## src/rtl/nor_logic_sequencer.sv

```systemverilog
// Bitwise logic unit: every op is built from one shared 4-bit NOR, one NOR per clock, LSB nibble first.
// Latency: done pulses S*NIB+1 cycles after accept (S = 1..5 micro-steps per nibble, chosen by op).
// Backpressure: none; start is sampled only in IDLE, ignored while busy or in DONE, never queued.
//
// Ports:
//   i_clk    rising-edge clock
//   i_rst    synchronous active-high reset; aborts any operation in flight
//   i_start  request, sampled only in IDLE
//   i_op     000 NOR, 001 OR, 010 AND, 011 NAND, 100 XOR, 101 XNOR, 110 NOT(a), 111 PASS(a)
//   i_a/i_b  operands, latched on accept (i_b unused by NOT and PASS)
//   o_busy   high for the RUN cycles
//   o_done   one-cycle completion pulse
//   o_y      result register, held until the next completion or reset
//   o_zero   o_y == 0, registered with o_y

module nor_logic_sequencer #(
  parameter int WIDTH = 8
) (
  input  logic             i_clk,
  input  logic             i_rst,
  input  logic             i_start,
  input  logic [2:0]       i_op,
  input  logic [WIDTH-1:0] i_a,
  input  logic [WIDTH-1:0] i_b,
  output logic             o_busy,
  output logic             o_done,
  output logic [WIDTH-1:0] o_y,
  output logic             o_zero
);

  localparam int NIB = WIDTH / 4;
  localparam int NW  = (NIB > 1) ? $clog2(NIB) : 1;

  localparam logic [2:0] OP_NOR  = 3'b000;
  localparam logic [2:0] OP_OR   = 3'b001;
  localparam logic [2:0] OP_AND  = 3'b010;
  localparam logic [2:0] OP_NAND = 3'b011;
  localparam logic [2:0] OP_XOR  = 3'b100;
  localparam logic [2:0] OP_XNOR = 3'b101;
  localparam logic [2:0] OP_NOT  = 3'b110;
  localparam logic [2:0] OP_PASS = 3'b111;

  typedef enum logic [1:0] {
    S_IDLE,
    S_RUN,
    S_DONE
  } state_t;

  state_t           r_state;
  state_t           w_next;

  logic [2:0]       r_op;
  logic [WIDTH-1:0] r_a;
  logic [WIDTH-1:0] r_b;
  logic [NW-1:0]    r_nib;
  logic [2:0]       r_step;
  logic [3:0]       r_t1, r_t2, r_t3, r_t4;
  logic [WIDTH-1:0] r_acc;
  logic [WIDTH-1:0] r_y;
  logic             r_zero;

  logic [3:0]       w_an, w_bn;
  logic [3:0]       w_x, w_y, w_nor;
  logic [2:0]       w_steps;
  logic             w_last_step;
  logic             w_last_nib;
  logic [WIDTH-1:0] w_word;

  // Micro-steps per nibble for each opcode.
  function automatic logic [2:0] f_steps(input logic [2:0] op);
    case (op)
      OP_NOR, OP_NOT:   f_steps = 3'd1;
      OP_OR, OP_PASS:   f_steps = 3'd2;
      OP_AND:           f_steps = 3'd3;
      OP_NAND, OP_XNOR: f_steps = 3'd4;
      default:          f_steps = 3'd5;  // XOR
    endcase
  endfunction

  assign w_an        = r_a[{r_nib, 2'b00} +: 4];
  assign w_bn        = r_b[{r_nib, 2'b00} +: 4];
  assign w_steps     = f_steps(r_op);
  assign w_last_step = (r_step == w_steps - 3'd1);
  assign w_last_nib  = (r_nib == NW'(NIB - 1));

  // NOR input selection: the only logic allowed ahead of the primitive.
  always_comb begin
    w_x = w_an;
    w_y = w_bn;
    case (r_op)
      OP_NOR: begin
        w_x = w_an; w_y = w_bn;
      end
      OP_NOT: begin
        w_x = w_an; w_y = w_an;
      end
      OP_OR: begin
        if (r_step == 3'd0) begin w_x = w_an; w_y = w_bn; end
        else                begin w_x = r_t1; w_y = r_t1; end
      end
      OP_PASS: begin
        if (r_step == 3'd0) begin w_x = w_an; w_y = w_an; end
        else                begin w_x = r_t1; w_y = r_t1; end
      end
      OP_AND, OP_NAND: begin
        case (r_step)
          3'd0:    begin w_x = w_an; w_y = w_an; end
          3'd1:    begin w_x = w_bn; w_y = w_bn; end
          3'd2:    begin w_x = r_t1; w_y = r_t2; end
          default: begin w_x = r_t3; w_y = r_t3; end
        endcase
      end
      default: begin  // XOR, XNOR
        case (r_step)
          3'd0:    begin w_x = w_an; w_y = w_bn; end
          3'd1:    begin w_x = w_an; w_y = r_t1; end
          3'd2:    begin w_x = w_bn; w_y = r_t1; end
          3'd3:    begin w_x = r_t2; w_y = r_t3; end
          default: begin w_x = r_t4; w_y = r_t4; end
        endcase
      end
    endcase
  end

  ls7402 u_nor (
    .i_x (w_x),
    .i_y (w_y),
    .o_n (w_nor)
  );

  // Assembled word with the nibble being finished this cycle spliced in.
  always_comb begin
    w_word = r_acc;
    w_word[{r_nib, 2'b00} +: 4] = w_nor;
  end

  always_ff @(posedge i_clk) begin
    if (i_rst) r_state <= S_IDLE;
    else       r_state <= w_next;
  end

  always_comb begin
    w_next = r_state;
    o_busy = 1'b0;
    o_done = 1'b0;
    case (r_state)
      S_IDLE: begin
        if (i_start) w_next = S_RUN;
      end
      S_RUN: begin
        o_busy = 1'b1;
        if (w_last_step && w_last_nib) w_next = S_DONE;
      end
      S_DONE: begin
        o_done = 1'b1;
        w_next = S_IDLE;
      end
      default: w_next = S_IDLE;
    endcase
  end

  always_ff @(posedge i_clk) begin
    if (i_rst) begin
      r_op   <= '0;
      r_a    <= '0;
      r_b    <= '0;
      r_nib  <= '0;
      r_step <= '0;
      r_t1   <= '0;
      r_t2   <= '0;
      r_t3   <= '0;
      r_t4   <= '0;
      r_acc  <= '0;
      r_y    <= '0;
      r_zero <= 1'b1;
    end else begin
      case (r_state)
        S_IDLE: begin
          if (i_start) begin
            r_op   <= i_op;
            r_a    <= i_a;
            r_b    <= i_b;
            r_nib  <= '0;
            r_step <= '0;
            r_t1   <= '0;
            r_t2   <= '0;
            r_t3   <= '0;
            r_t4   <= '0;
            r_acc  <= '0;
          end
        end
        S_RUN: begin
          if (!w_last_step) begin
            // Non-final step k always produces temp t(k+1).
            r_step <= r_step + 3'd1;
            case (r_step)
              3'd0:    r_t1 <= w_nor;
              3'd1:    r_t2 <= w_nor;
              3'd2:    r_t3 <= w_nor;
              default: r_t4 <= w_nor;
            endcase
          end else begin
            r_acc  <= w_word;
            r_step <= '0;
            r_t1   <= '0;
            r_t2   <= '0;
            r_t3   <= '0;
            r_t4   <= '0;
            if (w_last_nib) begin
              r_nib  <= '0;
              r_y    <= w_word;
              r_zero <= (w_word == '0);
            end else begin
              r_nib <= r_nib + NW'(1);
            end
          end
        end
        default: ;
      endcase
    end
  end

  assign o_y    = r_y;
  assign o_zero = r_zero;

endmodule

// Shared 4-bit NOR primitive.
// Latency: combinational.
// Backpressure: none.
module ls7402 (
  input  logic [3:0] i_x,
  input  logic [3:0] i_y,
  output logic [3:0] o_n
);
  assign o_n = ~(i_x | i_y);
endmodule

```

## config.mk

```make
export PLATFORM = sky130hd
export DESIGN_NAME = nor_logic_sequencer
export DESIGN_NICKNAME = d
export VERILOG_FILES = /design/src/rtl/nor_logic_sequencer.sv
export SDC_FILE = /design/constraint.sdc
export NUM_CORES = 1
export LEC_CHECK = 0
export BUFFER_PORTS_ARGS = -buffer_cell sky130_fd_sc_hd__buf_2
export CORE_MARGIN = 1
export CORE_UTILIZATION = 52
export DETAILED_ROUTE_END_ITERATION = 10
export PLACE_DENSITY = 0.75
export SLEW_MARGIN = 10
export SYNTH_ARGS = -nofsm -noshare
export SYNTH_HDL_FRONTEND = slang
export SYNTH_SLANG_ARGS = --single-unit
```

## constraint.sdc

```tcl
create_clock -name i_clk -period 2.5 [get_ports i_clk]
set_clock_uncertainty 0.05 [all_clocks]
set_input_delay 0.5 -clock i_clk [delete_from_list [all_inputs] [get_ports i_clk]]
set_output_delay 0.5 -clock i_clk [all_outputs]
set_load 0.01 [all_outputs]
```

==> results.md, run 1 <==
- Buf/Inv on CP: 3
- Setup crit end kind: register
- DR WL/cell: roughly 17 microns
- Cell count of the worst hold path: 3
- Setup_tns: 0 ps
- Diodes inserted: 0
- Cell family with most CP delay: compound AO/OA/AOI/OAI gates
- Status: finished clean
- GR peak layer: met2
- H-Tree Depth: 2
- Initial DRT Pass Iterations: 7
- Slew @ Worst Pin: approximately 660 ps
- Port Buffers: 32
- Ys async rst share: 0
- All-layer global routing usage: 0.284
- M1 GR Usage: 0.363
- CTS tree: built
- MaxCap Viol Count: 0
- CP startpoint: r_op[2]$_SDFFE_PP0P_
- Row Count: 26
- Syn avg cell area: between 7 and 8 sq um
- Cells on worst reg2reg path: 9
- HP Start: i_a[5]
- Global Route met3 Usage: 0.0631
- Die area: between 0.005 and 0.006 sq mm
- Main area contributors after synthesis: dfxtp_1 38%, nand2_1 9.9%, a21oi_1 8.2%, o21ai_0 3.8%, nor2_1 3.7%
- Number of synthesized flops with an enable pin: 0
- CP Launch Type: register
- Cell count after placement: between 400 and 500
- Slew headroom: 0.556
- CTS Hold Bufs: 0
- Worst-path cell chain: buf_4, nor2b_1, buf_4, o41ai_1, a211oi_1, o22ai_1, buf_4, nor4_4, a31o_1
- Reg clk slew, reported paths: 110 ps
- Initial antenna violation count: 0
- Yosys cell types: 59
- Minimum clock period: 2460 ps
- Post-synthesis instance area: between 0.002 and 0.003 sq mm
- Hold_ws: 353 ps
- Worst r2r src: r_op[2]$_SDFFE_PP0P_
- Post-route ant nets: 0
- Final setup vio count: 0
- Final Instance Count excl. Fillers: 499
- NumNets Final: between 400 and 500
- CP Class: register to register
- Post-DP HPWL: 6.10 mm
- I/O pin count: 33
- Post-route worst setup slack: roughly 37 ps
- Gpl congestion: between 0.9 and 1
- Leading register cell type out of synthesis: dfxtp_1
- Post-Syn Nets: between 300 and 400
- Cell taking the most area after synthesis: dfxtp_1
- First-pass GRT wire length: ~13 mm
- Root Driver: clkbuf_8
- Clock Latency Late Sink: about 320 ps
- Sequential-to-total area share from yosys stat: 0.376
- Max Root-Sink Buffers: 2
- Largest net degree at the start of global routing: 31
- Post-Synthesis Cells: approximately 370
- Worst R2R Setup Slack: approximately 37 ps
- P&R area growth vs syn: 21.5%
- Most used cell, CP: buf_4
- WP data arrival: 2680 ps
- Pwr dens: between 600 and 700 mW/mm^2
- Routed WL: roughly 8.5 mm
- Gr ovfl total: 0
- Ys Warns: 0
- Slew Viols, Final: 0
- Max Freq: between 400 and 500 MHz
- P_leak: about 1.4 nW
- Top cell type's share of synthesized area: 0.376
- Vias in the first global route: between 2000 and 3000
- RR Endpoint: o_zero$_SDFFE_PP1P_
- Max stage delay on crit path: approximately 400 ps
- Num CTS Buffers: 5
- CP required: 2710 ps
- Die Height: slightly below 80 microns
- Synthesized flop and latch total: 55
- Worst VDD drop: ~0.00045 V
- Final period utilization: 0.985
- Initial DRC Count: approximately 290
- Post-route DRC violation count: 0
- Clk sink count: 55
- Via-per-instance ratio: about 5.9
- Hold Vio Cnt, Final: 0
- Chip Width: between 70 and 80 microns
- Slowest CP cell: nor2b_1
- CP max FO: 7
- Dpl ws: slightly below 20 ps
- Critical path depth: 9
- Layout cells sized above 1: 0.268
- GR Layer Usage met2: 0.485
- Core area: roughly 0.0053 sq mm
- Worst Hold Class: input pin to register
- Vias: just under 3000
- Worst setup path endpoint: o_zero$_SDFFE_PP1P_
- Initial Util: 0.556
[worst reg2reg max path: stages, from the launching register on]
cell and delay (ps):
dfxtp_1 360, buf_4 150, nor2b_1 400, buf_4 250, o41ai_1 80, a211oi_1 340
o22ai_1 140, buf_4 190, nor4_4 270, a31o_1 170
[what timing repair did]
action                                  in CTS  in global routing
hold endpoints to repair                     0                  0
gates cloned                                 0                  0
endpoints found under the setup margin       3                 29
resized for setup                            2                 21
pin swaps                                    0                  5
setup buffers                                0                  4
[cells in the mapped netlist (5+ instances only)]
master,n
nor3_1,5
nand3_1,5
nor2b_1,6
nand2_1,77
buf_2,5
a211oi_1,9
a21oi_1,48
nand2b_1,6
clkbuf_1,11
a22oi_1,7
ha_1,6
nor2_1,29
inv_1,8
dfxtp_1,55
o21ai_0,22
[layout by cell type (no fill, tap or decap), types with 2 or more instances in the layout]
cell and n:
nor3_2 2, a22o_1 3, a32oi_1 2, o21a_1 2, or2_2 2, buf_4 41, mux2_4 3, o21ai_0 20
o41ai_2 2, buf_2 32, nor4_1 2, xor2_1 2, nor3_1 3, mux2_2 3, nand2_1 76, dfxtp_1 51
inv_6 2, nor2_2 2, mux2i_1 3, a31oi_1 3, a222oi_1 2, o22ai_1 2, and2_1 2, nor2b_1 5
a211oi_1 9, nor2_1 28, dfxtp_2 4, o41ai_1 2, clkbuf_8 6, o211ai_1 2, nand3_1 5, o31ai_1 2
ha_1 5, a21oi_1 47, a22oi_1 7, nand2b_1 5, inv_1 8
[flip-flops by register name, summed over array words and instances (netlist names)]
register,count
r_step,3
r_op,3
r_b,8
o_zero,1
r_acc,5
o_y,8
r_t4,4
r_a,8
r_t2,4
r_t3,4
r_t1,4
r_state,2
r_nib,1
[where the power goes]
| group | internal (mW) | switching, mW | total [mW] | leakage (nW) |
|---|---|---|---|---|
| logic | 0.319 | 0.446 | 0.765 | 0.878 |
| clock network | 0.233 | 0.320 | 0.553 | 0.0522 |
| registers | 0.939 | 0.0570 | 0.996 | 0.449 |
| total | 1.49 | 0.823 | 2.31 | 1.38 |
[per-layer routing]
layer,part of all wire,up-vias
met5,0,-
met4,0.013,0
met3,0.050,17
met2,0.48,106
met1,0.45,1422
li1,-,1423
[worst min-delay path by stage]
stage                                        to  slack, ps
after floorplan            r_t4[1]$_SDFFE_PP0P_        380
after global placement    r_acc[7]$_SDFFE_PP0P_        390
after detailed placement  r_acc[7]$_SDFFE_PP0P_        400
after CTS                   r_a[4]$_SDFFE_PP0P_        350
after global routing        r_a[3]$_SDFFE_PP0P_        360
final                       r_a[5]$_SDFFE_PP0P_        350
[logic make-up after synthesis]
| logic type | Yosys count | synth area share |
|---|---|---|
| AND/OR/NAND/NOR | 144 | 0.224 |
| AO/OA/AOI/OAI | 121 | 0.271 |
| buffers and inverters | 32 | 0.0546 |
| adder cells (fa/ha/maj) | 6 | 0.0256 |
| flip-flops | 55 | 0.376 |
| multiplexers | 9 | 0.0371 |
| XOR/XNOR | 4 | 0.0120 |
[area by class of cell]
class                      instances  area, sq um
inverter                           8         30.0
tap                               70         87.6
multi-input combinational        284         1760
clock buffer                       6         82.6
timing repair buffer              74          479
sequential                        55         1110
fill                             470         1710
clock inverter                     2         17.5
[per-stage QoR]
stage | total power [mW] | instance area (sq um) | utilization
after floorplan | 1.45 | 2930 | -
after detailed placement | 1.69 | 3330 | 0.633
after global routing | 2.42 | 3560 | 0.676
final | 2.31 | 3560 | 0.676
after global placement | 1.68 | 3330 | 0.633
after CTS | 2.24 | 3440 | 0.653
(Power assumes the default switching activity.)
==> run 2, diff against run 1 <==
--- a/config.mk
+++ b/config.mk
@@ -8,6 +8,7 @@
 export BUFFER_PORTS_ARGS = -buffer_cell sky130_fd_sc_hd__buf_2
 export CORE_MARGIN = 1
 export CORE_UTILIZATION = 52
+export CTS_BUF_LIST = sky130_fd_sc_hd__clkbuf_16
 export DETAILED_ROUTE_END_ITERATION = 10
 export PLACE_DENSITY = 0.75
 export SLEW_MARGIN = 10
==> run 2 against run 1 <==
Compared with the run above:
- sequential share of layout area decreased by 0.26 points
- cell area increased by 1.3%
- maximum frequency increased by 2.9%
- first-iteration DRC count decreased by 9.4%
==> results.md, run 2 (same netlist as run 1, synthesis figures left out) <==
- Internal power: 1.64 mW (+9.7%)
- Power share of the clock group: 0.290 (+0.051)
- Max Freq: 418 MHz (+2.9%)
- P_leak: 1.41 nW (+2.4%)
- I/O pin count: 33 (unchanged)
- Setup_tns: 0 ps (unchanged)
- CTS tree: built
- Psw: 0.841 mW (+2.1%)
- Status: finished clean
- Row Count: 26 (unchanged)
- Post-route DRC violation count: 0 (unchanged)
- DR WL/cell: 16.7 microns (-1.7%)
- Worst-path cell chain: inv_1, ha_1, nor2b_2, buf_4, a222oi_1, a21oi_1, o22ai_4, mux2i_1, a31o_1
- Most frequent cells in the layout: 76 x nand2_1, 51 x dfxtp_1, 47 x a21oi_1
- Largest net degree at the start of global routing: 31 (unchanged)
- Clk sink count: 55 (unchanged)
- All-layer global routing usage: 0.284 (about the same)
- Die Height: 77.1 microns (unchanged)
- Slew Viols, Final: 0 (unchanged)
- Root Driver: clkbuf_16
- Hold Vio Cnt, Final: 0 (unchanged)
- Slew @ Worst Pin: 676 ps (+12.2 ps)
- Max stage delay on crit path: 400 ps (about the same)
- Max Root-Sink Buffers: 2 (unchanged)
- Core area: 0.00527 sq mm (unchanged)
- NumNets Final: 457 (+0.22%)
- Worst Hold Class: input pin to register
- Hold_ws: 379 ps (+26.4 ps)
- Worst r2r src: r_step[1]$_SDFFE_PP0P_
- Vias in the first global route: 2725 (+0.59%)
- Initial antenna violation count: 0 (unchanged)
- Routed WL: 8.35 mm (-1.5%)
- Switching Fraction: 0.339 (-0.0163)
- Final setup vio count: 0 (unchanged)
- RR Endpoint: o_zero$_SDFFE_PP1P_
- CTS Hold Bufs: 0 (unchanged)
- RSZ-0062 raised after global routing: false
- Gr ovfl total: 0 (unchanged)
- CP max FO: 9 (+2)
- Combinational power share: 0.307 (-0.023)
- P&R area growth vs syn: 23.1%
- Gpl congestion: 0.990 (unchanged)
- # fillers: 466 (-0.85%)
- Slew headroom: 0.548 (-0.00815)
- Worst Hold End: r_op[2]$_SDFFE_PP0P_
- Vias: 2995 (+0.91%)
- Buf/Inv on CP: 2 (-1)
- Minimum clock period: 2390 ps (-69.3 ps)
- Port Buffers: 32 (unchanged)
- CP required: 2640 ps (-70 ps)
- Register Area: 0.00111 sq mm (+0.45%)
- Post-route ant nets: 0 (unchanged)
- Setup crit end kind: register
- Chip Width: 77.1 microns (unchanged)
- Cell family with most CP delay: compound AO/OA/AOI/OAI gates
- Share of power burned in registers: 0.403 (-0.028)
- Area after DPL: 0.00333 sq mm (unchanged)
- Worst VDD drop: 0.000530 V (+18%)
- Layout cells sized above 1: 0.267 (-0.000623)
- Final instance area: 0.00361 sq mm (+1.3%)
- Reg clk slew, reported paths: 80 ps (-30 ps)
- Die area: 0.00594 sq mm (unchanged)
- Cells on worst reg2reg path: 9 (unchanged)
- Via-per-instance ratio: 5.99 (+0.71%)
- Clock Latency Late Sink: 300 ps (-20 ps)
- Fin util: 0.685 (+0.00878)
- Worst R2R Setup Slack: 110 ps (+70 ps)
- Slowest CP cell: dfxtp_1
- HP Start: i_op[2]
- Diodes inserted: 0 (unchanged)
- Num CTS Buffers: 5 (unchanged)
- Post-DP HPWL: 6.10 mm (unchanged)
- WP data arrival: 2540 ps (-140 ps)
- Initial Util: 0.556 (unchanged)
- Area occupied by multi-input gates: 0.00175 sq mm (-0.71%)
- Initial DRC Count: 260 (-9.4%)
- Pwr dens: 686 mW/mm^2 (+5.6%)
- CP Class: register to register
- Final Power: 2.48 mW (+7.0%)
- H-Tree Depth: 2 (unchanged)
- Initial DRT Pass Iterations: 5 (-2)
- CP Launch Type: register
- MaxCap Viol Count: 0 (unchanged)
- Final period utilization: 0.957 (-0.0277)
- First-pass GRT wire length: 13.3 mm (+0.31%)
- Cell count of the worst hold path: 3 (unchanged)
- Commonest non-fill, non-tap cell in the layout: nand2_1
## run 2: cell count changes in the layout (fill, tap and decap cells not counted), moves of 2 or more
| cell | delta |
|---|---|
| clkbuf_16 | +5 |
| dfxtp_2 | -2 |
| dfxtp_4 | +2 |
| clkbuf_8 | -6 |
## run 2: through the flow
stage	cells	setup WS, ps
finish	500	106
global route	500	0.999
CTS	495	10.6
detailed placement	487	19.6
global placement	487	119
floorplan	371	138
## run 2: layer usage
layer | global-route usage | vias to the layer above | wire length [microns] | share of wire
met1 | 0.374 | 1444 | 3870 | 0.46
met2 | 0.474 | 109 | 3940 | 0.47
met5 | 0 | - | 0 | 0
li1 | - | 1429 | - | -
met4 | 0.104 | 0 | 161 | 0.019
met3 | 0.0357 | 13 | 378 | 0.045
## run 2: how the worst max path moves through the flow
stage,cells past startpoint,slack (ps),to,startpoint
floorplan,11,140,o_zero$_SDFFE_PP1P_,r_op[0]$_SDFFE_PP0P_
detailed placement,11,20,o_zero$_SDFFE_PP1P_,r_op[0]$_SDFFE_PP0P_
CTS,11,10,r_t4[3]$_SDFFE_PP0P_,r_op[0]$_SDFFE_PP0P_
finish,9,110,o_zero$_SDFFE_PP1P_,r_step[1]$_SDFFE_PP0P_
global route,9,1,o_zero$_SDFFE_PP1P_,r_step[1]$_SDFFE_PP0P_
global placement,9,120,o_zero$_SDFFE_PP1P_,r_step[0]$_SDFFE_PP0P_
## run 2: worst register-to-register path: cells and delay by family (launching register included)
kind	cells	cell delay (ps)
mux	1	140
flops	1	400
compound gates	4	980
buf+inv	2	260
simple gates	1	190
fa+ha+maj	1	260
## run 2: what timing repair did
action,CTS,global route
pin swaps,1,8
buffers inserted,0,5
resized for setup,1,23
setup endpoints to repair,2,28
## run 2: final cells by class
cell class | instances | area share
Sequential cell | 55 | 0.308
Multi-Input combinational cell | 284 | 0.484
Clock inverter | 3 | 0.00589
Clock buffer | 5 | 0.0347
Tap cell | 70 | 0.0243
Timing Repair Buffer | 75 | 0.135
Inverter | 8 | 0.00832
## run 2: power by group through the flow
stage                     sequential (mW)  clock [mW]  combinational, mW
after floorplan                     0.994           0              0.457
after global placement               1.01           0              0.669
after detailed placement             1.01           0              0.676
after CTS                           0.993       0.727              0.684
after global routing                 1.00       0.757              0.820
final                               0.997       0.719              0.761
==> run 3, diff against run 2 <==
--- a/config.mk
+++ b/config.mk
@@ -10,6 +10,7 @@
 export CORE_UTILIZATION = 52
 export CTS_BUF_LIST = sky130_fd_sc_hd__clkbuf_16
 export DETAILED_ROUTE_END_ITERATION = 10
+export MAX_ROUTING_LAYER = met4
 export PLACE_DENSITY = 0.75
 export SLEW_MARGIN = 10
 export SYNTH_ARGS = -nofsm -noshare
==> run 3 against run 2 <==
Compared with the run above:
- setup slack better by 8.0 ps
- wire length increased by 1.5%
- clock power increased by 16%
- sequential power about the same
- die area stayed put
- combinational power down 2.9%
- register-to-register slack about the same
- count of clock-buffer cells in the layout unchanged
- maximum frequency increased by 0.34%
- non-clock buffer count decreased by 2
- critical path depth up 2
- largest power group unchanged
==> results.md, run 3 (same netlist as run 1, synthesis figures left out) <==
- Status: finished clean
- CP max FO: 5 (-4)
- Gpl congestion: 0.975 (-1.5%)
- Final instance area: 0.00359 sq mm (-0.52%)
- # fillers: 440 (-5.6%)
- Final Instance Count excl. Fillers: 498 (-0.40%)
- Vias in the first global route: 2811 (+3.2%)
- Worst R2R Setup Slack: 110 ps (about the same)
- Final Power: 2.57 mW (+3.6%)
- Minimum clock period: 2390 ps (-7.99 ps)
- All-layer global routing usage: 0.306 (+0.0217)
- CTS tree: built
- Combinational power share: 0.288 (-0.019)
- Clock Latency Late Sink: 300 ps (about the same)
- CP required: 2650 ps (about the same)
- Final setup vio count: 0 (unchanged)
- Worst Hold Class: input pin to register
- Buf/Inv on CP: 2 (unchanged)
- CP Class: register to register
- Hold_ws: 386 ps (+6.54 ps)
- Max Freq: 419 MHz (+0.34%)
- Worst r2r src: r_op[1]$_SDFFE_PP0P_
- Port Buffers: 32 (unchanged)
- Vias: 2957 (-1.3%)
- Cells on worst reg2reg path: 11 (+2)
- Clk sink count: 55 (unchanged)
- H-Tree Depth: 2 (unchanged)
- Max stage delay on crit path: 380 ps (-20 ps)
- Max Root-Sink Buffers: 2 (unchanged)
- Slowest CP cell: dfxtp_4
- Final period utilization: 0.954 (-0.00320)
- P&R area growth vs syn: 22.4%
- Critical path depth: 11 (+2)
- HP Start: i_a[7]
- Initial antenna violation count: 0 (unchanged)
- Commonest non-fill, non-tap cell in the layout: nand2_1
- Cell count after placement: 488 (+0.21%)
- Diodes inserted: 0 (unchanged)
- Layout cells sized above 1: 0.262 (-0.00576)
- Post-route DRC violation count: 0 (unchanged)
- Chip Width: 77.1 microns (unchanged)
- Cell family with most CP delay: compound AO/OA/AOI/OAI gates
- Hold Vio Cnt, Final: 0 (unchanged)
- Slew Viols, Final: 0 (unchanged)
- Slew @ Worst Pin: 707 ps (+30.9 ps)
- Die area: 0.00594 sq mm (unchanged)
- Initial DRT Pass Iterations: 5 (unchanged)
- Via-per-instance ratio: 5.94 (-0.87%)
- Switching Fraction: 0.325 (-0.0146)
- Internal power: 1.73 mW (+5.9%)
- Share of power burned in registers: 0.388 (-0.015)
- DR WL/cell: 17.0 microns (+1.9%)
- RR Endpoint: o_zero$_SDFFE_PP1P_
- First-pass GRT wire length: 13.9 mm (+4.6%)
- Initial Util: 0.556 (unchanged)
- WP data arrival: 2530 ps (about the same)
- Slew headroom: 0.527 (-0.0207)
- Power share of the clock group: 0.324 (+0.034)
- I/O pin count: 33 (unchanged)
- Most frequent cells in the layout: 76 x nand2_1, 52 x dfxtp_1, 47 x a21oi_1
- Worst VDD drop: 0.000593 V (+12%)
- Root Driver: clkbuf_16
- Setup crit end kind: register
- Worst setup path endpoint: o_zero$_SDFFE_PP1P_
- Routed WL: 8.47 mm (+1.5%)
- Gr ovfl total: 0 (unchanged)
- Reg clk slew, reported paths: 80 ps (about the same)
- Worst-path cell chain: inv_1, nor3_2, a21oi_2, ha_1, xor2_1, nand2_2, o31ai_4, buf_6, nand4_4, a21o_1, a31o_1
- Post-route ant nets: 0 (unchanged)
- Row Count: 26 (unchanged)
- NumNets Final: 455 (-0.44%)
- Initial DRC Count: 306 (+18%)
- CP Launch Type: register
- Num CTS Buffers: 5 (unchanged)
- Area after DPL: 0.00334 sq mm (+0.23%)
- Post-DP HPWL: 6.37 mm (+4.4%)
- Largest net degree at the start of global routing: 30 (-3.2%)
- Core area: 0.00527 sq mm (unchanged)
- CP startpoint: r_op[1]$_SDFFE_PP0P_
- Psw: 0.833 mW (-0.89%)
- P_leak: 1.39 nW (-1.4%)
- CTS Hold Bufs: 0 (unchanged)
- Die Height: 77.1 microns (unchanged)
- Pwr dens: 715 mW/mm^2 (+4.1%)
- MaxCap Viol Count: 0 (unchanged)
run 3: cell types whose count changed in the layout (fill, tap and decap cells not counted), sizes merged:
cell,before,now
bufinv,0,1
clkinv,1,0
buf,75,73
run 3: worst register-to-register path: stages, from the launching register on:
cell and delay, ps:
dfxtp_4 380, inv_1 60, nor3_2 170, a21oi_2 60
ha_1 290, xor2_1 170, nand2_2 100, o31ai_4 370
buf_6 180, nand4_4 100, a21o_1 200, a31o_1 170
run 3: cell type report:
class	count	area, sq um	area share
clock inverter	3	50.0	0.0139
inverter	8	30.0	0.00837
timing repair buffer	73	472	0.131
tap	70	87.6	0.0244
clock buffer	5	125	0.0349
sequential	55	1110	0.309
multi-input combinational	284	1720	0.478
run 3: repair_timing:
item                       4_1_cts  5_1_grt
gates cloned                     0        0
gates resized for setup          1       19
pin swaps                        0        6
setup buffers                    0        2
setup endpoints to repair        1       28
run 3: routing by layer:
metal,GRT usage,wire (microns),share of wire,vias up
li1,-,-,-,1426
met1,0.396,3960,0.47,1395
met2,0.488,3900,0.46,114
met3,0.0429,422,0.050,22
met4,0.104,186,0.022,0
met5,-,0,0,-
run 3: worst min path at each step:
| stage | cells past startpoint | slack (ps) | endpoint |
|---|---|---|---|
| after floorplan | 2 | 380 | r_t4[1]$_SDFFE_PP0P_ |
| after global placement | 2 | 390 | r_acc[7]$_SDFFE_PP0P_ |
| after detailed placement | 2 | 400 | r_acc[7]$_SDFFE_PP0P_ |
| after CTS | 3 | 380 | r_b[2]$_SDFFE_PP0P_ |
| after global routing | 3 | 400 | r_a[2]$_SDFFE_PP0P_ |
| final | 3 | 390 | r_a[7]$_SDFFE_PP0P_ |
run 3: stage by stage:
| stage | utilization | setup WS [ps] | TNS (ps) |
|---|---|---|---|
| after floorplan | - | 138 | 0 |
| after global placement | 0.634 | 107 | 0 |
| after detailed placement | 0.634 | -7.90 | -7.90 |
| after CTS | 0.667 | 21.1 | 0 |
| after global routing | 0.681 | -14.8 | -28.6 |
| final | 0.681 | 114 | 0 |
run 3: power by group through the flow:
stage / combinational, mW / sequential, mW / clock, mW
after CTS: 0.696 / 0.993 / 0.838
after floorplan: 0.457 / 0.994 / 0
after detailed placement: 0.692 / 1.01 / 0
after global placement: 0.688 / 1.01 / 0
after global routing: 0.798 / 1.00 / 0.866
final: 0.739 / 0.996 / 0.831
